===== config.mk =====
export PLATFORM = sky130hd
export DESIGN_NAME = simon_ctrl_flat
export DESIGN_NICKNAME = d
export VERILOG_FILES = /design/src/rtl/simon_pkg.sv /design/src/rtl/simon_ctrl_if.sv /design/src/rtl/simon_ctrl_btn_encode.sv /design/src/rtl/simon_ctrl.sv /design/src/flat_wrapper.sv
export SDC_FILE = /design/constraint.sdc
export NUM_CORES = 1
export LEC_CHECK = 0
export CORE_MARGIN = 2
export CORE_UTILIZATION = 52
export CTS_CLUSTER_SIZE = 16
export DETAILED_ROUTE_END_ITERATION = 8
export GPL_TIMING_DRIVEN = 0
export PLACE_DENSITY = 0.81
export SLEW_MARGIN = 20
export SYNTH_ARGS = -nofsm -noshare
export SYNTH_HDL_FRONTEND = slang
export SYNTH_SLANG_ARGS = --single-unit

===== constraint.sdc =====
create_clock -name clk -period 2.47 [get_ports clk]
set_input_delay 0.494 -clock clk [delete_from_list [all_inputs] [get_ports clk]]
set_output_delay 0.494 -clock clk [all_outputs]
set_load 0.03 [all_outputs]

===== src/rtl/simon_pkg.sv =====
// Shared types and constants for the Simon game controller.
package simon_pkg;

  localparam int LVL_W         = 4;  // width of level and mem_addr
  localparam int COL_W         = 2;  // width of a colour index
  localparam int MAX_LEVEL_DEF = 9;  // default last playable level

  typedef enum logic [2:0] {
    IDLE,
    SHOW,
    HOLD,
    WAIT_IN,
    NEXT,
    WIN,
    LOSE
  } state_t;

  // Decoded view of the four press pulses.
  typedef struct packed {
    logic             valid;  // at least one button pressed
    logic             multi;  // more than one button pressed
    logic [COL_W-1:0] idx;    // colour index of the pressed button
  } btn_code_t;

endpackage


===== src/rtl/simon_ctrl_if.sv =====
// Game-side signal bundle of the Simon controller.
// master: the surroundings (buttons, blink engine, sequence ROM).
// slave : the controller itself.
interface simon_ctrl_if;
  import simon_pkg::*;

  logic             start;
  logic [3:0]       btn;
  logic             blink_done;
  logic [COL_W-1:0] mem_data;
  logic             blink_on;
  logic [LVL_W-1:0] level;
  logic [LVL_W-1:0] mem_addr;
  logic             win;
  logic             lose;

  modport master (
    output start, btn, blink_done, mem_data,
    input  blink_on, level, mem_addr, win, lose
  );

  modport slave (
    input  start, btn, blink_done, mem_data,
    output blink_on, level, mem_addr, win, lose
  );

endinterface


===== src/rtl/simon_ctrl_btn_encode.sv =====
// Combinational button encoder: flags any press, flags multiple presses,
// and gives the colour index of a single press (bit0 -> 0 .. bit3 -> 3).
module btn_encode
  import simon_pkg::*;
(
  input  logic [3:0] btn,
  output btn_code_t  code
);

  // Encode the press pulses; lowest set bit wins when several are set.
  // NOTE: every output gets a default first, so no path through this block can infer a latch.
  always_comb begin
    code       = '0;
    code.valid = |btn;
    code.multi = |(btn & (btn - 4'd1));
    for (int i = 3; i >= 0; i--) begin
      if (btn[i]) code.idx = COL_W'(i);
    end
  end

endmodule


===== src/rtl/simon_ctrl.sv =====
// Simon game controller: drives the blink engine through each level, checks
// the player's presses against the sequence ROM and reports win/lose.
// Optional feature: define SIMON_TIMEOUT_EN to lose the game after
// TIMEOUT_CYCLES idle cycles while waiting for input.
module simon_ctrl
  import simon_pkg::*;
#(
  parameter int MAX_LEVEL      = MAX_LEVEL_DEF,
  parameter int HOLD_CYCLES    = 25_000_000,
  parameter int TIMEOUT_CYCLES = 250_000_000
) (
  input logic         clk,
  input logic         reset,
  simon_ctrl_if.slave bus
);

  localparam int HOLD_W = (HOLD_CYCLES > 1) ? $clog2(HOLD_CYCLES) : 1;
  localparam logic [HOLD_W-1:0] HOLD_LAST = HOLD_W'(HOLD_CYCLES - 1);
  localparam logic [LVL_W-1:0]  LVL_MAX   = LVL_W'(MAX_LEVEL);

  // The blink engine only handles levels 1..9, and level is four bits wide.
  if (MAX_LEVEL < 1 || MAX_LEVEL > 9 || HOLD_CYCLES < 1 || TIMEOUT_CYCLES < 1) begin : g_param_check
    $error("simon_ctrl: parameter out of range");
  end

  state_t           state,    state_n;
  logic             on_q,     on_n;
  logic [LVL_W-1:0] level_q,  level_n;
  logic [LVL_W-1:0] addr_q,   addr_n;
  logic             win_q,    win_n;
  logic             lose_q,   lose_n;
  logic [HOLD_W-1:0] hold_cnt, hold_n;

`ifdef SIMON_TIMEOUT_EN
  localparam int TO_W = $clog2(TIMEOUT_CYCLES + 1);
  localparam logic [TO_W-1:0] TO_LAST = TO_W'(TIMEOUT_CYCLES - 1);
  localparam logic [TO_W-1:0] TO_SAT  = TO_W'(TIMEOUT_CYCLES);
  logic [TO_W-1:0] to_cnt, to_n;
`endif

  btn_code_t code;

  btn_encode u_btn_encode (
    .btn  (bus.btn),
    .code (code)
  );

  assign bus.blink_on = on_q;
  assign bus.level    = level_q;
  assign bus.mem_addr = addr_q;
  assign bus.win      = win_q;
  assign bus.lose     = lose_q;

  // Next state and next registered outputs.
  always_comb begin
    state_n = state;
    on_n    = on_q;
    level_n = level_q;
    addr_n  = addr_q;
    win_n   = win_q;
    lose_n  = lose_q;
    hold_n  = hold_cnt;
`ifdef SIMON_TIMEOUT_EN
    to_n    = to_cnt;
`endif

    unique case (state)
      IDLE, WIN, LOSE: begin
        if (bus.start) begin
          state_n = SHOW;
          on_n    = 1'b1;
          level_n = LVL_W'(1);
          addr_n  = '0;
          win_n   = 1'b0;
          lose_n  = 1'b0;
        end
      end

      SHOW: begin
        if (bus.blink_done) begin
          state_n = HOLD;
          hold_n  = '0;
        end
      end

      // Keep the last shown LED lit for HOLD_CYCLES before taking input.
      HOLD: begin
        if (hold_cnt == HOLD_LAST) begin
          state_n = WAIT_IN;
          on_n    = 1'b0;
          addr_n  = '0;
`ifdef SIMON_TIMEOUT_EN
          to_n    = '0;
`endif
        end else begin
          hold_n = hold_cnt + HOLD_W'(1);
        end
      end

      WAIT_IN: begin
        if (code.valid) begin
          if (code.multi || (code.idx != bus.mem_data)) begin
            state_n = LOSE;
            lose_n  = 1'b1;
          end else if (addr_q == level_q - LVL_W'(1)) begin
            state_n = NEXT;
          end else begin
            addr_n = addr_q + LVL_W'(1);
`ifdef SIMON_TIMEOUT_EN
            to_n   = '0;
`endif
          end
        end else begin
`ifdef SIMON_TIMEOUT_EN
          if (to_cnt == TO_LAST) begin
            state_n = LOSE;
            lose_n  = 1'b1;
          end
          if (to_cnt != TO_SAT) to_n = to_cnt + TO_W'(1);
`endif
        end
      end

      // blink_on is already low here, giving the engine its restart gap.
      NEXT: begin
        if (level_q == LVL_MAX) begin
          state_n = WIN;
          win_n   = 1'b1;
        end else begin
          state_n = SHOW;
          on_n    = 1'b1;
          level_n = level_q + LVL_W'(1);
          addr_n  = '0;
        end
      end

      default: state_n = IDLE;
    endcase
  end

  // State and output registers with synchronous reset.
  // NOTE: non-blocking assignments so every register samples pre-edge values.
  always_ff @(posedge clk) begin
    if (reset) begin
      state    <= IDLE;
      on_q     <= 1'b0;
      level_q  <= '0;
      addr_q   <= '0;
      win_q    <= 1'b0;
      lose_q   <= 1'b0;
      hold_cnt <= '0;
`ifdef SIMON_TIMEOUT_EN
      to_cnt   <= '0;
`endif
    end else begin
      state    <= state_n;
      on_q     <= on_n;
      level_q  <= level_n;
      addr_q   <= addr_n;
      win_q    <= win_n;
      lose_q   <= lose_n;
      hold_cnt <= hold_n;
`ifdef SIMON_TIMEOUT_EN
      to_cnt   <= to_n;
`endif
    end
  end

endmodule


===== src/flat_wrapper.sv =====
// flat-port wrapper written by rule: the top's interface ports become plain ports
module simon_ctrl_flat import simon_pkg::*;
#(
  parameter int MAX_LEVEL      = MAX_LEVEL_DEF,
  parameter int HOLD_CYCLES    = 25_000_000,
  parameter int TIMEOUT_CYCLES = 250_000_000
)
  (clk, reset, bus_start, bus_btn, bus_blink_done, bus_mem_data, bus_blink_on, bus_level, bus_mem_addr, bus_win, bus_lose);
  simon_ctrl_if bus_i ();
  input logic clk;
  input logic reset;
  input wire logic [$bits(bus_i.start)-1:0] bus_start;
  input wire logic [$bits(bus_i.btn)-1:0] bus_btn;
  input wire logic [$bits(bus_i.blink_done)-1:0] bus_blink_done;
  input wire logic [$bits(bus_i.mem_data)-1:0] bus_mem_data;
  output wire logic [$bits(bus_i.blink_on)-1:0] bus_blink_on;
  output wire logic [$bits(bus_i.level)-1:0] bus_level;
  output wire logic [$bits(bus_i.mem_addr)-1:0] bus_mem_addr;
  output wire logic [$bits(bus_i.win)-1:0] bus_win;
  output wire logic [$bits(bus_i.lose)-1:0] bus_lose;
  assign bus_i.start = bus_start;
  assign bus_i.btn = bus_btn;
  assign bus_i.blink_done = bus_blink_done;
  assign bus_i.mem_data = bus_mem_data;
  assign bus_blink_on = bus_i.blink_on;
  assign bus_level = bus_i.level;
  assign bus_mem_addr = bus_i.mem_addr;
  assign bus_win = bus_i.win;
  assign bus_lose = bus_i.lose;
  simon_ctrl #(.MAX_LEVEL(MAX_LEVEL), .HOLD_CYCLES(HOLD_CYCLES), .TIMEOUT_CYCLES(TIMEOUT_CYCLES)) u_core (.clk(clk), .reset(reset), .bus(bus_i));
endmodule

==> summary.md <==
| Metric | Value |
|---|---|
| Commonest non-fill, non-tap cells in the layout | dfxtp_1, nor2_1, xor2_1, clkdlybuf4s50_1, inv_1 |
| First-pass GRT wire length | 8.749 mm |
| Routed len/inst | 14.57 um |
| Non-Filler Instances | 354 |
| Area grow syn2layout | 21.20% |
| Initial DRC count | 161 |
| Post-synth top area share | 34.10% |
| Hold WC Path Type | register to register |
| Hold Buf Count CTS | 0 |
| Synth Net Count | 286 |
| CP Data Required Time | approximately 2.6 ns |
| Cts bufs inserted | 5 |
| Synth Register Bits | 39 |
| Final WL | about 5.2 mm |
| Sink Count | 39 |
| Period utilization | 97.72% |
| Fmax | around 0.41 GHz |
| Drt drc | 0 |
| Total global-route track usage | 21.98% |
| Maxcap violations | 0 |
| Share of cells above drive strength 1 | 12.58% |
| Synth async-reset ratio | 0% |
| Initial DRT Pass Iterations | 4 |
| CP Max Fanout | 10 |
| Hpwl dp | about 3.8 mm |
| Starting Density | 53.32% |
| Pleak | about 0.00098 uW |
| Prevailing post-synth register cell | dfxtp_1 |
| Root Buffer | clkbuf_8 |
| Layout Skew | ~0.008 ns |
| RSZ-0062 raised after global routing | yes |
| Sequential share of the synthesized area | approximately 34% |
| Setup crit end kind | register |
| Status | completed |
| Vias per cell | 5.921 |
| Final Hold Slack | 0.5029 ns |
| P per Cell Area | 802.9 nW/um^2 |
| Syn Area/Cell | 8.480 um^2 |
| Mapped Cells | 270 |
| Synth top area cells | dfxtp_1, xor2_1, nor2_1 |
| Antenna diodes | 0 |
| Minimum clock period | 2.414 ns |
| Crit start category | register |
| H-tree Lvls | 2 |
| Die footprint | 4950 um^2 |
| Clk Latency, worst-skew pair | 0.30 ns |
| Worst Tran Pin Value | 0.5417 ns |
| Core Region | approximately 4300 um^2 |
| DIE WIDTH | roughly 70 um |
| Rows | 24 |
| Layout fillers | 357 |
| Placed cells | ~340 |
| Final Hold Viols | 0 |
| EDFF count, synth | 0 |
| Initial antenna violation count | 0 |
| # nets final | 317 |
| Synth area leader | dfxtp_1 |
| Largest net degree at the start of global routing | 12 |
| CTS Buffer Depth | 2 |
| Gpl congestion | roughly 0.86 |
| Slew HR | 63.89% |
| Count of yosys warnings during synthesis | 0 |
| Peak supply drop | 0.5004 mV |
| Arrival @ worst endpoint | 2.59 ns |
| ANT nets after route | 0 |
| Reg clk slew, reported paths | about 0.080 ns |
| Crit Path Category | register to register |
| IO Pins | 21 |
| # setup viols final | 0 |
| Final Slew Violations | 0 |
| Via count | between 2000 and 2500 |
| Mapped Area | roughly 2300 um^2 |
| IO buf count | 20 |
| Commonest non-fill, non-tap cell in the layout | dfxtp_1 |
| GRT overflow | 0 |
| Chip height | ~70 um |
| Post-synthesis cell type count | 55 |
| Vias in the first global route | 1947 |
| Total chip power | 2228 uW |
| CTS tree | yes |
sequential cells by signal (all words and copies together), names as in the netlist:
| register | cells |
|---|---|
| u_core.bus.blink_on | 1 |
| u_core.bus.level | 4 |
| u_core.bus.lose | 1 |
| u_core.bus.mem_addr | 4 |
| u_core.bus.win | 1 |
| u_core.hold_cnt | 25 |
| u_core.state | 3 |
final timing paths:
kind / from / to / slack [ns] / cells after the start
hold reg to reg: u_core.bus.win / u_core.bus.win / 0.50 / 2
hold / removal: u_core.bus.win / u_core.bus.win / 0.50 / 2
setup reg to reg: u_core.hold_cnt[23] / u_core.hold_cnt[15] / 0.06 / 8
setup / recovery: u_core.hold_cnt[23] / u_core.hold_cnt[15] / 0.06 / 8
cells by family after synthesis:
kind of cell	synth area share, %
muxes	1.312
AOI/OAI and AO/OA	16.78
adders and majority gates	3.607
buffers and inverters	4.426
and+or+nand+nor	27.32
xor gates and xnor gates	12.46
DFF	34.10
power by group:
part / internal [uW] / switching (uW) / total (uW)
clock: 255 / 218 / 473
combinational: 403 / 616 / 1020
sequential: 674 / 62.1 / 737
cells in the mapped netlist, drive strengths merged, types with 5 or more instances:
master / number
a21oi: 11
and3: 7
and4: 6
clkbuf: 8
dfxtp: 39
ha: 5
inv: 12
nand2: 11
nand3: 9
nand4: 11
nor2: 37
nor3: 11
o21ai: 12
xnor2: 6
xor2: 24
per-layer routing:
layer	GRT usage [%]	wire, um
met1	27.81	2390
met2	36.27	2453
met3	5.339	221
met4	7.906	92
met5	0	0
worst max-delay path, cell delays in order, from the launching register on:
cell     delay, ns
dfxtp_2       0.35
or4_4         0.55
or4_4         0.49
o21a_1        0.22
buf_6         0.15
buf_6         0.15
o21ai_1       0.16
xor2_1        0.17
nor2_1        0.05
stage by stage:
| step | instance area, um^2 | TNS [ns] | utilization [%] | setup slack (ns) |
|---|---|---|---|---|
| after floorplan | 2290 | 0 | - | 0.1499 |
| after global placement | 2555 | -9.280 | 59.50 | -0.6160 |
| after detailed placement | 2555 | -9.280 | 59.50 | -0.6640 |
| after CTS | 2739 | 0 | 63.78 | 0.02879 |
| after global routing | 2775 | -0.03459 | 64.63 | -0.02829 |
| final | 2775 | 0 | 64.63 | 0.05621 |
layout make-up:
| cell class | count | area [um^2] | area share (%) |
|---|---|---|---|
| Timing Repair Buffer | 24 | 227.7 | 8.206 |
| Inverter | 12 | 45.04 | 1.623 |
| Clock buffer | 8 | 100.1 | 3.607 |
| Multi-Input combinational cell | 208 | 1495 | 53.88 |
| Tap cell | 52 | 65.06 | 2.344 |
| Buffer | 11 | 58.81 | 2.119 |
| Sequential cell | 39 | 783.3 | 28.22 |
timing repair:
action / in CTS / in global routing
setup buffers: 3 / 1
endpoints found under the setup margin: 11 / 16
gates resized for setup: 14 / 9
pin swaps: 3 / 5
Power figures use the tool's default switching activity.
